===== config.mk =====
export PLATFORM = sky130hd
export DESIGN_NAME = demux_1to2_stream
export DESIGN_NICKNAME = d
export VERILOG_FILES = /design/src/rtl/demux_1to2_stream.sv
export SDC_FILE = /design/constraint.sdc
export NUM_CORES = 1
export LEC_CHECK = 0
export CORE_AREA = 2 2 83 85
export DETAILED_ROUTE_END_ITERATION = 16
export DIE_AREA = 0 0 85 87
export GPL_ROUTABILITY_DRIVEN = 0
export GPL_TIMING_DRIVEN = 0
export PLACE_DENSITY = 0.78
export SYNTH_ARGS = -nofsm -noshare
export SYNTH_HDL_FRONTEND = slang
export SYNTH_SLANG_ARGS = --single-unit

===== constraint.sdc =====
create_clock -name clk -period 2.55 [get_ports clk]
set_input_delay 0.255 -clock clk [delete_from_list [all_inputs] [get_ports clk]]
set_output_delay 0.255 -clock clk [all_outputs]
set_load 0.03 [all_outputs]

===== src/rtl/demux_1to2_stream.sv =====
// rtl/demux_1to2_stream.sv - registered 1-to-2 stream demultiplexer with valid/ready handshaking
//
// Routes each accepted input beat into one of two single-entry output
// registers (A when sel=1, B when sel=0). Each branch drains on its own, so a
// stalled branch never holds back beats routed to the other one.
//
// Optional feature macro: DEMUX_PKT_LOCK_EN
//   defined   : the route is locked from the first beat of a packet until its
//               in_last beat; sel is ignored while locked and busy=1.
//   undefined : per-beat routing from sel; busy is tied to 0.
//
// Ports:
//   clk                 clock, rising edge
//   rst                 asynchronous, active-high reset
//   in_valid/in_ready   input handshake
//   in_data/in_last     input payload and end-of-packet flag
//   sel                 route select (1 -> A, 0 -> B)
//   a_valid/a_ready     branch A handshake
//   a_data/a_last       branch A payload
//   b_valid/b_ready     branch B handshake
//   b_data/b_last       branch B payload
//   busy                packet route is locked
module demux_1to2_stream #(
  parameter int width = 32
) (
  input  logic             clk,
  input  logic             rst,
  input  logic             in_valid,
  output logic             in_ready,
  input  logic [width-1:0] in_data,
  input  logic             in_last,
  input  logic             sel,
  output logic             a_valid,
  input  logic             a_ready,
  output logic [width-1:0] a_data,
  output logic             a_last,
  output logic             b_valid,
  input  logic             b_ready,
  output logic [width-1:0] b_data,
  output logic             b_last,
  output logic             busy
);

  logic route;
  logic accept;
  logic a_load;
  logic b_load;

`ifdef DEMUX_PKT_LOCK_EN
  typedef enum logic {
    IDLE   = 1'b0,
    LOCKED = 1'b1
  } state_t;

  state_t state;
  state_t state_nxt;
  logic   locked_sel;
  logic   locked_sel_nxt;

  always_ff @(posedge clk or posedge rst) begin
    if (rst) begin
      state      <= IDLE;
      locked_sel <= 1'b0;
    end else begin
      state      <= state_nxt;
      locked_sel <= locked_sel_nxt;
    end
  end

  // Next-state only; route is derived outside this block so that the
  // acceptance it feeds back does not form a loop through one process.
  always_comb begin
    state_nxt      = state;
    locked_sel_nxt = locked_sel;
    case (state)
      IDLE: begin
        // A single-beat packet (in_last=1) never leaves IDLE.
        if (accept && !in_last) begin
          state_nxt      = LOCKED;
          locked_sel_nxt = sel;
        end
      end
      LOCKED: begin
        if (accept && in_last) begin
          state_nxt = IDLE;
        end
      end
      default: begin
        state_nxt = IDLE;
      end
    endcase
  end

  assign route = (state == LOCKED) ? locked_sel : sel;
  assign busy  = (state == LOCKED);
`else
  assign route = sel;
  assign busy  = 1'b0;
`endif

  // A branch can take a beat when it is empty or is emptying this cycle.
  assign in_ready = !rst && (route ? (!a_valid || a_ready)
                                   : (!b_valid || b_ready));
  assign accept   = in_valid && in_ready;
  assign a_load   = accept && route;
  assign b_load   = accept && !route;

  // A refill takes priority over a drain, giving back-to-back beats without
  // a bubble; data is only written on a load, so it holds while stalled.
  always_ff @(posedge clk or posedge rst) begin
    if (rst) begin
      a_valid <= 1'b0;
      a_data  <= '0;
      a_last  <= 1'b0;
    end else if (a_load) begin
      a_valid <= 1'b1;
      a_data  <= in_data;
      a_last  <= in_last;
    end else if (a_ready) begin
      a_valid <= 1'b0;
    end
  end

  always_ff @(posedge clk or posedge rst) begin
    if (rst) begin
      b_valid <= 1'b0;
      b_data  <= '0;
      b_last  <= 1'b0;
    end else if (b_load) begin
      b_valid <= 1'b1;
      b_data  <= in_data;
      b_last  <= in_last;
    end else if (b_ready) begin
      b_valid <= 1'b0;
    end
  end

endmodule

==> flow_summary.yaml, run 1 <==
detailed_routing:
  drtAntennaViolNets: 0
  wl_per_cell_um: 15.5
  drt-pass1-iter-count: 4
  met3_wirelength_um: 451
  met2_length_mm: 2.50
  drc_errors: 0
  highest_layer: "met4"
  drt_first_iter_violations: 40
  vias_per_cell: 4.67
  via_count: 1659
  drt-met1-wl_mm: 2.46
  wirelength_mm: 5.49
clock_tree:
  cts_resized: 0
  clk_pin_slew_worst_paths_ps: 60
  numCtsBuffers: 9
  root_buffer: "clkbuf_8"
  postCtsSetupBuffers: 0
  cts_hold_buf: 0
  clk_latency_ps: 330
  cts.sinks: 68
  cts_tree: "yes"
  h-tree-depth: 3
  clock_path_buffers: 2
synthesis:
  syn_area_mm2: 0.00275
  synth-seq-cells: 68
  synth_cells: 154
  yosys_warnings: 0
  synthMostInstantiatedCell: "dfrtp_1"
  synth_top_area_share_pct: 61.9
  syn_area_per_cell_um2: 17.8
  synthArstFlopShare_pct: 100
  synth_area_leader_cell: "dfrtp_1"
  yosys-top-cells-area: "dfrtp_1, mux2_4, mux2_2"
  synth_common_cells: "dfrtp_1, mux2_2, mux2_4, buf_6"
  synth-main-ff-cell: "dfrtp_1"
  yosys.cell_types.count: 16
  synth_nets: 193
  synth_edf_count: 0
  yosysSeqAreaShare_pct: 61.9
floorplan:
  die_h_um: 87
  core.rowCount: 30
  die_w_um: 85
  die_area_mm2: 0.00740
  start_util_pct: 41.8
  num_io_pins: 109
  core-area_mm2: 0.00657
setup_path:
  ff2ff_path_depth: 5
  crit_required_ps: 2300
  r2r_slack_ps: 1140
  cp.arrival_ps: 1710
  rr_endpoint: "a_data[13]$_DFFE_PP0P_"
  end_kind: "primary output"
  cp-start-kind: "input pin"
  path_max_fanout: 3
  criticalPathCategory: "input pin to primary output"
  regToRegStartpoint: "a_valid$_DFFE_PP0P_"
timing:
  worst_pin_slew_ps: 840
  finClkSkew_ps: 7.83
  setup_tns_ps: 0
  period_needed_ps: 1970
  rsz0062_at_grt: "no"
  fmax_mhz: 508
  timing.final.crit_share_pct: 77.1
  slew_violations: 0
  hold_viol: 0
  setup_viol: 0
  max_slew_margin_pct: 44.0
placed_design:
  io_buffer_count: 107
  place_area_mm2: 0.00392
  detailedPlacementHpwl_mm: 3.80
power_and_ir_drop:
  p_per_area_mw_per_mm2: 881
  ir_drop_uv: 471
  power_leakage_uw: 0.00179
finish:
  syn_to_final_growth_pct: 49.6
  layout-drive-gt1-share_pct: 33.1
  fin_nets: 311
  fin_util_pct: 62.6
  final_area_mm2: 0.00411
  diodes: 0
global_routing:
  track_usage_pct: 15.7
  grt_pass1_vias: 1743
  grt_pass1_wl_mm: 8.83
  grt_max_degree: 69
  grt-ovfl-total: 0
  grt_antenna_before_repair: 0
run_status:
  status: "complete, no violations"
job:
  maxCapViolations: 0
min_path:
  worstHoldPathType: "input pin to asynchronous set/reset pin"
cell type report:
class	instances	area (µm²)
timing repair buffer	107	1070
tap	80	100
clock buffer	12	155
inverter	1	6.26
buffer	8	113
fill	509	2460
clock inverter	2	35.0
multi-input combinational	77	931
sequential	68	1700
metrics by stage:
| step | hold slack, ps | setup slack, ps | cells | total power [µW] |
|---|---|---|---|---|
| finish | 497 | 583 | 355 | 3620 |
| global route | 521 | 495 | 355 | 3800 |
| CTS | 509 | 572 | 355 | 3670 |
| detailed placement | 493 | 585 | 341 | 2790 |
| global placement | 486 | -658 | 341 | 2770 |
| floorplan | 368 | 583 | 154 | 2200 |
worst max-delay path by stage:
stage / startpoint / end / slack (ps)
3_3_place_gp: rst / a_data[8]$_DFFE_PP0P_ / -660
5_1_grt: b_valid$_DFFE_PP0P_ / in_ready / 490
6_report: b_ready / in_ready / 580
3_5_place_dp: b_ready / in_ready / 580
4_1_cts: b_ready / in_ready / 570
2_1_floorplan: rst / a_data[0]$_DFFE_PP0P_ / 580
routing by layer:
metal	vias up	global-route usage (%)
met5	-	0
met4	0	5.63
met3	9	7.01
met2	68	22.5
met1	816	21.0
li1	766	-
power breakdown:
part / internal (µW) / switching [µW]
Combinational: 665 / 675
Clock: 493 / 373
Sequential: 1300 / 114
Total: 2460 / 1160
cells in the final DEF, fill, tap and decap left out:
| master | netlist | layout |
|---|---|---|
| clkinv_2 | 0 | 1 |
| buf_4 | 1 | 1 |
| nor2b_2 | 1 | 1 |
| nor2_1 | 1 | 1 |
| buf_12 | 3 | 3 |
| nand2b_4 | 1 | 1 |
| buf_6 | 4 | 4 |
| clkbuf_8 | 0 | 11 |
| clkbuf_1 | 0 | 1 |
| mux2_4 | 30 | 30 |
| conb_1 | 1 | 1 |
| nand3b_2 | 1 | 1 |
| nand2b_1 | 1 | 1 |
| and3_1 | 1 | 1 |
| bufinv_16 | 0 | 1 |
| clkdlybuf4s50_1 | 0 | 107 |
| mux2_2 | 36 | 36 |
| mux2i_1 | 1 | 1 |
| inv_4 | 0 | 1 |
| dfrtp_1 | 68 | 68 |
| nand2_1 | 3 | 3 |
cell families (layout without fill, tap and decap cells):
| group | after synthesis | after routing | share of synthesized area, % |
|---|---|---|---|
| buf+inv | 9 | 130 | 4.23 |
| flops | 68 | 68 | 61.9 |
| mux | 67 | 67 | 31.5 |
| other cells | 1 | 1 | 0.136 |
| simple gates | 9 | 9 | 2.23 |
critical path: stages:
cell             delay [ps]
clkdlybuf4s50_1         450
nand2b_1                150
mux2i_1                 100
nor2_1                   90
clkdlybuf4s50_1         670
registers in the layout (all words and copies together) (netlist names):
name and flops:
a_data 32, a_last 1, a_valid 1, b_data 32, b_last 1, b_valid 1
Note: power is estimated with default switching activity, not from simulation.
==> run 2: changes to the inputs <==
==> constraint.sdc (replaced) <==
create_clock -name clk -period 1.85 [get_ports clk]
set_input_delay 0.185 -clock clk [delete_from_list [all_inputs] [get_ports clk]]
set_output_delay 0.185 -clock clk [all_outputs]
set_load 0.03 [all_outputs]
==> flow_summary.yaml, run 2 (synthesized netlist as in run 1, its figures left out) <==
timing:
  timing.hold.ws_ps: 333
  fmax_mhz: 627
  slew_violations: 0
  hold_viol: 0
  period_needed_ps: 1600
  rsz0062_at_grt: "no"
  setup_viol: 0
  max_slew_margin_pct: 63.6
  fin_ws_ps: 254
  worst_pin_slew_ps: 546
  timing.final.crit_share_pct: 86.3
  finClkSkew_ps: 4.84
placed_design:
  detailedPlacementHpwl_mm: 4.13
  io_buffer_count: 107
  pre_cts_ws_ps: 34.2
detailed_routing:
  wirelength_mm: 5.63
  wl_per_cell_um: 15.8
  drt-pass1-iter-count: 4
  drtAntennaViolNets: 0
  vias_per_cell: 4.76
  drc_errors: 0
  via_count: 1700
  drt_first_iter_violations: 16
floorplan:
  num_io_pins: 109
  die_h_um: 87
  core.rowCount: 30
  die_area_mm2: 0.00740
  die_w_um: 85
  core-area_mm2: 0.00657
  start_util_pct: 41.8
clock_tree:
  h-tree-depth: 3
  numCtsBuffers: 9
  clock_path_buffers: 2
  cts_tree: "yes"
  postCtsSetupBuffers: 0
  clk_pin_slew_worst_paths_ps: 70
  cts_hold_buf: 0
  clk_latency_ps: 320
  root_buffer: "clkbuf_8"
  cts.sinks: 68
setup_path:
  cp-start-kind: "flop"
  cp.arrival_ps: 1410
  end_kind: "primary output"
  cpMaxStageDelayCell: "clkdlybuf4s50_1"
  path_buf_inv: 1
  crit_path_cell_trace: "clkdlybuf4s50_1"
  max_stage_delay_ps: 690
  criticalPathCategory: "flop to primary output"
  crit_required_ps: 1660
  path_max_fanout: 2
  critPathTopFamily: "buffers and inverters"
job:
  maxCapViolations: 0
finish:
  largestRegisters: "a_data: 32 flops, b_data: 32 flops"
  syn_to_final_growth_pct: 51.3
  diodes: 0
  fin_util_pct: 63.3
  fillers: 498
  final_common_cell: "clkdlybuf4s50_1"
  fin_nets: 313
  mostFrequentLayoutCells: "clkdlybuf4s50_1, dfrtp_1, mux2_2"
  layout-drive-gt1-share_pct: 33.6
global_routing:
  grt-ovfl-total: 0
  grt_pass1_wl_mm: 9.07
  grt_pass1_vias: 1854
  track_usage_pct: 15.9
  grt_max_degree: 26
  grt_antenna_before_repair: 0
power_and_ir_drop:
  ir_drop_uv: 725
  power_leakage_uw: 0.00181
  p_per_area_mw_per_mm2: 1200
min_path:
  worstHoldPathType: "input pin to asynchronous set/reset pin"
run_status:
  status: "complete, no violations"
[run 2: cell types whose count changed in the layout (fill, tap and decap cells not counted)]
cell / before / now
clkdlybuf4s50_1: 107 / 106
dlygate4sd2_1: 0 / 1
buf_12: 3 / 4
clkinvlp_4: 0 / 1
inv_4: 1 / 0
buf_16: 0 / 1
[run 2: final timing paths]
check                                  startpoint                     end  slack (ps)  depth (start not counted)
min in group clk                              sel     a_valid$_DFFE_PP0P_         480                          3
setup / recovery              a_valid$_DFFE_PP0P_                 a_valid         250                          1
hold reg to reg            a_data[30]$_DFFE_PP0P_  a_data[30]$_DFFE_PP0P_         510                          1
max in group asynchronous                     rst   b_data[5]$_DFFE_PP0P_        1020                          3
hold / removal                                rst  b_data[18]$_DFFE_PP0P_         330                          2
setup reg to reg              a_valid$_DFFE_PP0P_   a_data[0]$_DFFE_PP0P_         450                          5
[run 2: area by class of cell]
cell class,instances,area [µm²],share of cell area (%)
inverters,1,7.51,0.180
plain buffers,8,113,2.71
flip-flops and latches,68,1700,40.9
multi-input cells,77,931,22.4
well taps,80,100,2.41
clock inverters,2,35.0,0.842
repair buffers,109,1120,26.9
clock buffers,12,155,3.73
[run 2: routing by layer]
layer	wire, µm	share of wire, %	global-route usage (%)
met1	2550	45	21.1
met4	68	1.2	6.93
met3	418	7.4	4.64
met5	0	0	0
met2	2590	46	24.5
[run 2: power by group]
group | switching [µW] | internal, µW
sequential | 166 | 1800
clock | 501 | 680
combinational | 932 | 926
[run 2: through the flow]
stage	instances	total power, µW	cell area, µm²	TNS [ps]
floorplan	154	3030	2750	0
global placement	341	3820	3920	-709
detailed placement	343	3860	3970	0
CTS	357	5070	4160	0
global route	357	5220	4160	0
finish	357	5000	4160	0
[run 2: worst register-to-register path, cell delays in order (launching register included)]
cell and delay, ps:
dfrtp_1 410, nand2b_4 80, and3_1 170, buf_6 150
buf_12 160, mux2_4 310
[run 2: what timing repair did]
action / CTS / global route
resized for setup: 1 / 0
hold endpoints to repair: 0 / 0
setup endpoints to repair: 1 / 0
